## config.mk

```make
export PLATFORM = sky130hd
export DESIGN_NAME = usb_fs_rx_phy
export DESIGN_NICKNAME = d
export VERILOG_FILES = /design/src/rtl/usb_fs_rx_pkg.sv /design/src/rtl/usb_fs_rx_linesync.sv /design/src/rtl/usb_fs_rx_phy.sv
export SDC_FILE = /design/constraint.sdc
export NUM_CORES = 1
export LEC_CHECK = 0
export CORE_MARGIN = 3
export CORE_UTILIZATION = 56
export DETAILED_ROUTE_END_ITERATION = 16
export DONT_BUFFER_PORTS = 1
export PLACE_DENSITY = 0.73
export SLEW_MARGIN = 30
export SYNTH_ARGS = -nofsm -noshare
export SYNTH_HDL_FRONTEND = slang
export SYNTH_SLANG_ARGS = --single-unit
```

## constraint.sdc

```tcl
create_clock -name clk -period 2.05 [get_ports clk]
set_input_delay 0.615 -clock clk [delete_from_list [all_inputs] [get_ports clk]]
set_output_delay 0.615 -clock clk [all_outputs]
set_load 0.01 [all_outputs]
```

## src/rtl/usb_fs_rx_pkg.sv

```systemverilog
// usb_fs_rx_pkg: line-state encodings, receiver states and oversampling constant
package usb_fs_rx_pkg;
    localparam int OVERSAMPLE = 4;
    localparam logic [1:0] LS_SE0 = 2'b00;
    localparam logic [1:0] LS_K   = 2'b01;
    localparam logic [1:0] LS_J   = 2'b10;
    localparam logic [1:0] LS_SE1 = 2'b11;
    typedef enum logic [2:0] {IDLE, SYNC, DATA, EOP, ERROR} rx_state_t;
endpackage

```

## src/rtl/usb_fs_rx_linesync.sv

```systemverilog
// usb_fs_rx_linesync: two-flop synchronisers for D+/D- producing the registered {dp,dn} line state
module usb_fs_rx_linesync
    import usb_fs_rx_pkg::*;
(
    input  logic       clk,
    input  logic       reset_n,
    input  logic       dp_rx,
    input  logic       dn_rx,
    output logic [1:0] line_state
);
    logic [1:0] meta;
    // first stage absorbs metastability, second stage is the usable line state (idles at J)
    always_ff @(posedge clk) begin
        if (!reset_n) begin
            meta       <= LS_J;
            line_state <= LS_J;
        end else begin
            meta       <= {dp_rx, dn_rx};
            line_state <= meta;
        end
    end
endmodule

```

## src/rtl/usb_fs_rx_phy.sv

```systemverilog
// usb_fs_rx_phy: full-speed receive front end (DPLL, NRZI, SYNC, unstuffing, byte assembly, EOP)
module usb_fs_rx_phy
    import usb_fs_rx_pkg::*;
#(
    parameter int SAMPLE_PHASE = 2,
    parameter int SYNC_ZEROS   = 3,
    parameter int STUFF_ONES   = 6,
    parameter int IDLE_EXIT_J  = 8
) (
    input  logic       clk,
    input  logic       reset_n,
    input  logic       dp_rx,
    input  logic       dn_rx,
    output logic       rx_active,
    output logic       pkt_start,
    output logic       pkt_end,
    output logic       pkt_err,
    output logic [7:0] data,
    output logic       data_valid
);
    logic [1:0] line, line_prev_q, jk_prev_q, phase_q, phase;
    rx_state_t  state_q, state_d;
    logic [2:0] zeros_q, zeros_d, ones_q, ones_d, bits_q, bits_d;
    logic [7:0] sr_q, sr_d, data_d;
    logic [3:0] jcnt_q, jcnt_d;
    logic       se0_seen_q, se0_seen_d;
    logic       sample, jk, nrzi_bit;
    logic       active_d, start_d, end_d, err_d, valid_d;

    usb_fs_rx_linesync u_linesync (
        .clk        (clk),
        .reset_n    (reset_n),
        .dp_rx      (dp_rx),
        .dn_rx      (dn_rx),
        .line_state (line)
    );

    // any line transition realigns the bit phase in the same cycle it is seen
    assign phase    = (line != line_prev_q) ? 2'd0 : phase_q;
    assign sample   = phase == 2'(SAMPLE_PHASE);
    assign jk       = (line == LS_J) || (line == LS_K);
    assign nrzi_bit = line == jk_prev_q;

    // receiver next-state and output-pulse decode, evaluated on sample strobes only
    always_comb begin
        state_d    = state_q;
        zeros_d    = zeros_q;
        ones_d     = ones_q;
        bits_d     = bits_q;
        sr_d       = sr_q;
        data_d     = data;
        jcnt_d     = (state_q == ERROR) ? jcnt_q : 4'd0;
        se0_seen_d = (state_q == ERROR) && se0_seen_q;
        active_d   = rx_active;
        start_d    = 1'b0;
        end_d      = 1'b0;
        err_d      = 1'b0;
        valid_d    = 1'b0;
        if (sample) begin
            case (state_q)
                IDLE: begin
                    if (line == LS_K) begin
                        state_d = SYNC;
                        zeros_d = 3'd1;
                    end
                end
                SYNC: begin
                    if (line == LS_SE0) begin
                        state_d = IDLE;
                    end else if (jk && !nrzi_bit) begin
                        zeros_d = (zeros_q == 3'd7) ? 3'd7 : zeros_q + 3'd1;
                    end else if (jk && zeros_q >= 3'(SYNC_ZEROS)) begin
                        state_d  = DATA;
                        start_d  = 1'b1;
                        active_d = 1'b1;
                        bits_d   = 3'd0;
                        ones_d   = 3'd0;
                    end else if (jk) begin
                        state_d = IDLE;
                    end
                end
                DATA: begin
                    if (jk && ones_q == 3'(STUFF_ONES)) begin
                        ones_d   = 3'd0;
                        state_d  = nrzi_bit ? ERROR : DATA;
                        err_d    = nrzi_bit;
                        active_d = !nrzi_bit;
                    end else if (jk) begin
                        sr_d    = {nrzi_bit, sr_q[7:1]};
                        bits_d  = bits_q + 3'd1;
                        ones_d  = nrzi_bit ? ones_q + 3'd1 : 3'd0;
                        valid_d = bits_q == 3'd7;
                        data_d  = (bits_q == 3'd7) ? {nrzi_bit, sr_q[7:1]} : data;
                    end else if (line == LS_SE0) begin
                        state_d = EOP;
                    end else begin
                        state_d  = ERROR;
                        err_d    = 1'b1;
                        active_d = 1'b0;
                    end
                end
                EOP: begin
                    if (line != LS_SE0) begin
                        state_d  = IDLE;
                        active_d = 1'b0;
                        end_d    = (line == LS_J) && (bits_q == 3'd0);
                        err_d    = (line != LS_J) || (bits_q != 3'd0);
                    end
                end
                ERROR: begin
                    active_d = 1'b0;
                    if (line == LS_SE0) begin
                        se0_seen_d = 1'b1;
                        jcnt_d     = 4'd0;
                    end else if (line == LS_J) begin
                        jcnt_d  = jcnt_q + 4'd1;
                        state_d = (se0_seen_q || jcnt_q == 4'(IDLE_EXIT_J - 1)) ? IDLE : ERROR;
                    end else begin
                        se0_seen_d = 1'b0;
                        jcnt_d     = 4'd0;
                    end
                end
                default: state_d = IDLE;
            endcase
        end
    end

    // state, DPLL and registered outputs
    always_ff @(posedge clk) begin
        if (!reset_n) begin
            state_q     <= IDLE;
            phase_q     <= 2'd0;
            line_prev_q <= LS_J;
            jk_prev_q   <= LS_J;
            zeros_q     <= 3'd0;
            ones_q      <= 3'd0;
            bits_q      <= 3'd0;
            sr_q        <= 8'd0;
            jcnt_q      <= 4'd0;
            se0_seen_q  <= 1'b0;
            rx_active   <= 1'b0;
            pkt_start   <= 1'b0;
            pkt_end     <= 1'b0;
            pkt_err     <= 1'b0;
            data        <= 8'd0;
            data_valid  <= 1'b0;
        end else begin
            state_q     <= state_d;
            phase_q     <= (phase == 2'(OVERSAMPLE - 1)) ? 2'd0 : phase + 2'd1;
            line_prev_q <= line;
            jk_prev_q   <= (sample && jk) ? line : jk_prev_q;
            zeros_q     <= zeros_d;
            ones_q      <= ones_d;
            bits_q      <= bits_d;
            sr_q        <= sr_d;
            jcnt_q      <= jcnt_d;
            se0_seen_q  <= se0_seen_d;
            rx_active   <= active_d;
            pkt_start   <= start_d;
            pkt_end     <= end_d;
            pkt_err     <= err_d;
            data        <= data_d;
            data_valid  <= valid_d;
        end
    end
endmodule

```

After elaboration in Yosys (flattened, before gate mapping)
Cells that the tools add are included.
Storage, ports and cells
  bits in registers: 48
  bits of input ports: 4
  output and inout bits: 13
  word-level logic and storage cells: 142
Operators by class
  add/sub/neg operators: 5
  $lt $le $gt $ge: 1
  equality and inequality tests: 30
  muxes and demuxes: 52
  bitwise gates (word level): 6
  reduce and logical (&&, ||, !) cells: 30
Operators by type and width (number)
  $mux 3: 24
  $ne 2x2->1 const B: 11
  $mux 4: 5
  $pmux 3 s2: 3
  $mux 1: 16
  $reduce_and 8->1: 2
  $pmux 3 s5: 1
  $eq 3x3->1 const B: 4
  $ne 3x3->1 const B: 4
  $reduce_and 5->1: 2
  $reduce_or 5->1: 2
  $add 3x1->3 const B: 3
  $reduce_and 4->1: 2
  $reduce_and 7->1: 1
  $eq 2x2->1 const B: 3
  $eq 3x2->1 const B: 2
  $logic_and 1x1->1: 6
  $logic_not 3->1: 2
  $not 1->1: 6
  $reduce_and 6->1: 1
  $reduce_bool 2->1: 3
  $add 4x1->4 const B: 1
  $eq 4x3->1 const B: 1
  $ne 4x4->1 const B: 1
  other kinds (16): 18

Logic depth before layout (Yosys ltp)
  depth in word-level cells: 7
  gate-level depth with buffers: 10
  gate-level depth less buffers: 10

Modules after synthesis
From an unflattened synthesis, not the netlist that was laid out.
Unflattened totals
  cell total of the unflattened synthesis: 275
  area, all modules: 2434.8 µm²
By module, submodules not included
  usb_fs_rx_phy: times used 1, cells an instance 267, area each 2329.7 µm², seq. area each 860.8 µm²
  usb_fs_rx_linesync: times used 1, cells an instance 8, area each 105.1 µm², seq. area each 80.1 µm²

Worst setup path after synthesis
OpenSTA, ideal clock, no wires.
  kind: register -> register
  start: register u_linesync.line_state[0]
  end: register zeros_q[0]
  library setup time: 0.115 ns
  data arrival time: 2.098 ns
  required time: 1.935 ns
  path slack: -0.163 ns
  stages on the path, launching flop included: 11
  path buffers: 0
  period minus slack after synthesis: 2.213 ns
  cell sequence: dfxtp_1 xor2_1 nor2_1 and2_1 inv_1 ha_1 inv_1 or4_1 nor3b_1 a41oi_1 o21a_1
On the way
  word-level cells in the longest chain between the ends: 5
  elaborated cells between the ends (all ways): 14
  those cells by class: eq/ne (8); mux (1); reduce/logical (5)
RTL lines
  from (decl): line usb_fs_rx_linesync.sv:9  | output logic [1:0] line_state
  from (signal assigned): line usb_fs_rx_linesync.sv:19  | line_state <= meta;
  $eq 2x2->1, or another cell as far along: line usb_fs_rx_phy.sv:41  | assign jk = (line == LS_J) || (line == LS_K);
  $logic_or 1x1->1 or $logic_not 1->1 (tied branches): line usb_fs_rx_phy.sv:41, usb_fs_rx_phy.sv:70
  $logic_and 1x1->1: line usb_fs_rx_phy.sv:70  | end else if (jk && !nrzi_bit) begin
  $ne 2x2->1 (no source line)
  $reduce_and 5->1 (no source line) (*)
  to (signal assigned): line usb_fs_rx_phy.sv:152  | zeros_q <= zeros_d;
  to (decl): line usb_fs_rx_phy.sv:23  | logic [2:0] zeros_q, zeros_d, ones_q, ones_d, bits_q, bits_d;
Mark *: on every way between the ends. The rest lies on a longest branch, timed or not.
A chain may end at the register's enable or synchronous reset.

Worst setup path in the final report
  start: register u_linesync.line_state[1]
  end: register ones_q[2]
On the way
  word-level cells in the longest chain between the ends: 5
  elaborated cells between the ends (all ways): 21
  those cells by class: eq/ne (9); mux (5); reduce/logical (7)
RTL lines
  $eq 2x2->1, or another cell as far along: line usb_fs_rx_phy.sv:42  | assign nrzi_bit = line == jk_prev_q;
  $mux 3, or another cell as far along: line usb_fs_rx_phy.sv:91  | ones_d = nrzi_bit ? ones_q + 3'd1 : 3'd0;
  $mux 3, or another cell as far along: line usb_fs_rx_phy.sv:88  | end else if (jk) begin
  $mux 3, or another cell as far along: line usb_fs_rx_phy.sv:83  | if (jk && ones_q == 3'(STUFF_ONES)) begin
  $pmux 3 s2 or $reduce_and 6->1 (tied branches)
  to (signal assigned): line usb_fs_rx_phy.sv:153  | ones_q <= ones_d;
  to (decl): line usb_fs_rx_phy.sv:23
Several ways; a longest one is shown, not always the timed one. The select of a mux whose other input is x is not followed.

==> results.txt <==
----------------------------------------------------
[Power and ir drop]
  Relative contribution of combinational cells to total power ... 0.100
  Switching power ... 406 uW
  Cell internal pwr ... 1310 uW
  Total Power Consumption ... 1720 uW
  Leakage power summed over all cells ... 0.00118 uW
  VDD IR-drop max ... 0.448 mV
  Cell Pwr Density ... 620 mW/mm2
  Proportion of power drawn by the clock network ... 0.360
  Switching Fraction ... 0.237
  Portion of total power attributed to sequential cells ... 0.540

[Synthesis]
  Most frequently used flop master after synthesis ... dfxtp_1
  Area leader, netlist ... dfxtp_1
  Total number of yosys warnings ... 0
  Mapped Cells ... 274
  Distinct cell type count after synthesis ... 48
  Register bit count reported by yosys ... 47
  Register area share after synthesis ... 0.409
  Mapped Nets ... 292
  Synth async-reset ratio ... 0
  Portion of synthesized cell area occupied by the leading cell type ... 0.409
  Synthesized area per cell ... 8.39 um2
  Most area-consuming cells after synthesis ... dfxtp_1 (41%), ha_1 (7.6%), nand2_1 (6.7%)
  Number of enable flip-flop cells after synthesis ... 0
  Synthesized cell area ... 0.00230 mm2

[Timing]
  Final setup TNS ... -164 ps
  Final worst clock skew ... 7.29 ps
  Measured slew at the worst slew-check pin ... 456 ps
  Max-slew headroom ... 0.691
  Slew Viols, Final ... 0
  Setup slack of the critical path after layout ... -109 ps
  Fmax ... 0.463 GHz
  Final Critical Period ... 2160 ps
  Hold WS ... 378 ps
  Unrepaired setup endpoints after global routing ... true
  Hold violation count in the final report ... 0
  # setup viols final ... 2
  Final Cycle Share ... 1.05

[CTS]
  Buffer levels on the longest clock path ... 2
  Clock tree from TritonCTS ... done
  Num CTS Buffers ... 5
  TritonCTS sink count ... 47
  Latest clock arrival within the worst-skew pair ... 310 ps
  Register clock-pin slew on the reported worst setup and hold paths ... 80 ps
  Library cell used as clock root buffer ... clkbuf_8
  Hold buffers post-CTS ... 0
  H-tree levels ... 2

[Die]
  Width of the die ... 70.1 um
  Rows ... 22
  DIE HEIGHT ... 70.1 um
  Core region area ... 0.00380 mm2
  Effective utilization at floorplan ... 0.605
  Full die area ... 0.00491 mm2
  Boundary Pins ... 17

[Worst setup path]
  Endpoint kind of the worst setup timing path ... flop
  Flop2flop setup slack ... -110 ps
  Max FO, Critical Path ... 3
  Launching element type of the critical path ... flop
  Worst path required time ... 2290 ps
  Critical path class ... flop to flop
  Critical path data arrival time ... 2400 ps

[Run status]
  Violations in the final reports ... setup timing
  Status ... finished, violations left

[Drt]
  Drt initial violations ... 209
  Wire length after detailed routing ... 4990 um
  Antenna Violating Nets Remaining ... 0
  Detailed-router iteration count before antenna repair ... 4
  Routed wire per std cell ... 14.2 um
  Number of remaining DRC errors ... 0
  Vias after detailed routing ... 2,036
  Average vias per placed instance ... 5.80

[Final layout]
  N_diodes ... 0
  Total number of nets in the final design ... 320
  Synthesis-to-finish area growth ... 20.4%
  Layout cell share with drive strength beyond 1 ... 0.211
  Leading cell types in the layout, fill and taps excluded ... dfxtp_1 (45), nand2_1 (41), buf_4 (35)
  Utilization of the core after routing ... 0.729
  Commonest non-fill, non-tap cell in the layout ... dfxtp_1

[Place]
  Total of buffers placed on input and output ports ... 0
  Half-perimeter wire length after placement ... 3580 um
  Routability-driven placement congestion ratio ... 0.834

[GRT]
  Total global-route track usage ... 0.210
  Gr ovfl total ... 0
  Number of antenna violations at the first check in global routing ... 0
  Global-route wire length before repair ... 8280 um
  Via count of the first global-routing pass ... 1,803
  Pin count of the biggest net entering global routing ... 29

[Min path]
  Hold/Removal Path Class ... input pin to flop

[Run]
  Max-Cap Viols ... 0

----------------------------------------------------
flip-flops by register name, indices dropped and copies added (netlist names), 2 cells and up:
register	flops
jcnt_q	4
phase_q	2
sr_q	7
state_q	3
u_linesync.meta	2
jk_prev_q	2
line_prev_q	2
data	8
bits_q	3
zeros_q	3
u_linesync.line_state	2
ones_q	3
final timing paths:
| kind | from | end | depth (start not counted) |
|---|---|---|---|
| min | reset_n | line_prev_q[1]$_SDFF_PN1_ | 1 |
| max reg2reg | u_linesync.line_state[1]$_SDFF_PN1_ | ones_q[2]$_SDFFE_PN0P_ | 9 |
| min reg2reg | u_linesync.meta[1]$_SDFF_PN1_ | u_linesync.line_state[1]$_SDFF_PN1_ | 1 |
| max | u_linesync.line_state[1]$_SDFF_PN1_ | ones_q[2]$_SDFFE_PN0P_ | 9 |
worst max-delay path, cell delays in order, from the launching register on:
cell and delay, ps:
dfxtp_2 330, xor2_1 150, nor2_1 140, and2_4 180, ha_4 130, inv_2 40
a21o_1 160, or4_4 420, or3b_4 410, a21oi_2 140
what timing repair did:
action	4_1_cts	5_1_grt
gates cloned	0	0
setup buffers	1	2
resized for setup	3	13
endpoints found under the setup margin	6	9
pin swaps	1	11
Yosys cell counts (2+ instances only):
library cell and instances:
a21oi_1 18, a31oi_1 3, and2_1 5, and3_1 3
clkbuf_1 12, dfxtp_1 47, ha_1 14, inv_1 13
mux2i_1 13, nand2_1 41, nand2b_1 3, nand3_1 16
nand3b_1 2, nand4_1 3, nor2_1 24, nor2b_1 2
nor3_1 2, nor3b_1 3, nor4_1 3, o2111ai_1 2
o211ai_1 2, o21ai_0 12, o22ai_1 2, o31ai_1 3
xnor2_1 2, xor2_1 2
through the flow:
step / std cells / setup slack [ps] / area, um2
finish: 351 / -109 / 2770
global placement: 340 / -35.4 / 2570
CTS: 349 / -124 / 2700
floorplan: 274 / -28.0 / 2330
detailed placement: 340 / -83.4 / 2570
global route: 351 / -187 / 2770
cells by family after synthesis:
kind of cell,count (synthesis),share of synthesized area
and+or+nand+nor,116,0.254
AOI/OAI and AO/OA,53,0.144
DFF,47,0.409
buffers and inverters,27,0.0446
adders and majority gates,14,0.0762
muxes,13,0.0566
xor gates and xnor gates,4,0.0152
power by group through the flow:
stage | clock, uW | sequential, uW | combinational (uW)
after floorplan | 0 | 949 | 91.7
after global placement | 0 | 949 | 150
after detailed placement | 0 | 949 | 153
after CTS | 630 | 927 | 157
after global routing | 664 | 929 | 187
final | 618 | 928 | 171
layout make-up:
class / count / area [um2]
fillers: 294 / 1030
inverters: 13 / 48.8
clock inverters: 1 / 6.26
well taps: 48 / 60.1
repair buffers: 35 / 263
clock buffers: 7 / 96.3
flip-flops and latches: 47 / 946
multi-input cells: 200 / 1350
per-layer routing:
layer	vias up	global-route usage	share of wire
met3	9	0.0547	0.047
met1	958	0.280	0.47
li1	1008	-	-
met2	61	0.325	0.47
met4	0	0.0787	0.017
met5	-	0	0
Note: power is estimated with default switching activity, not from simulation.
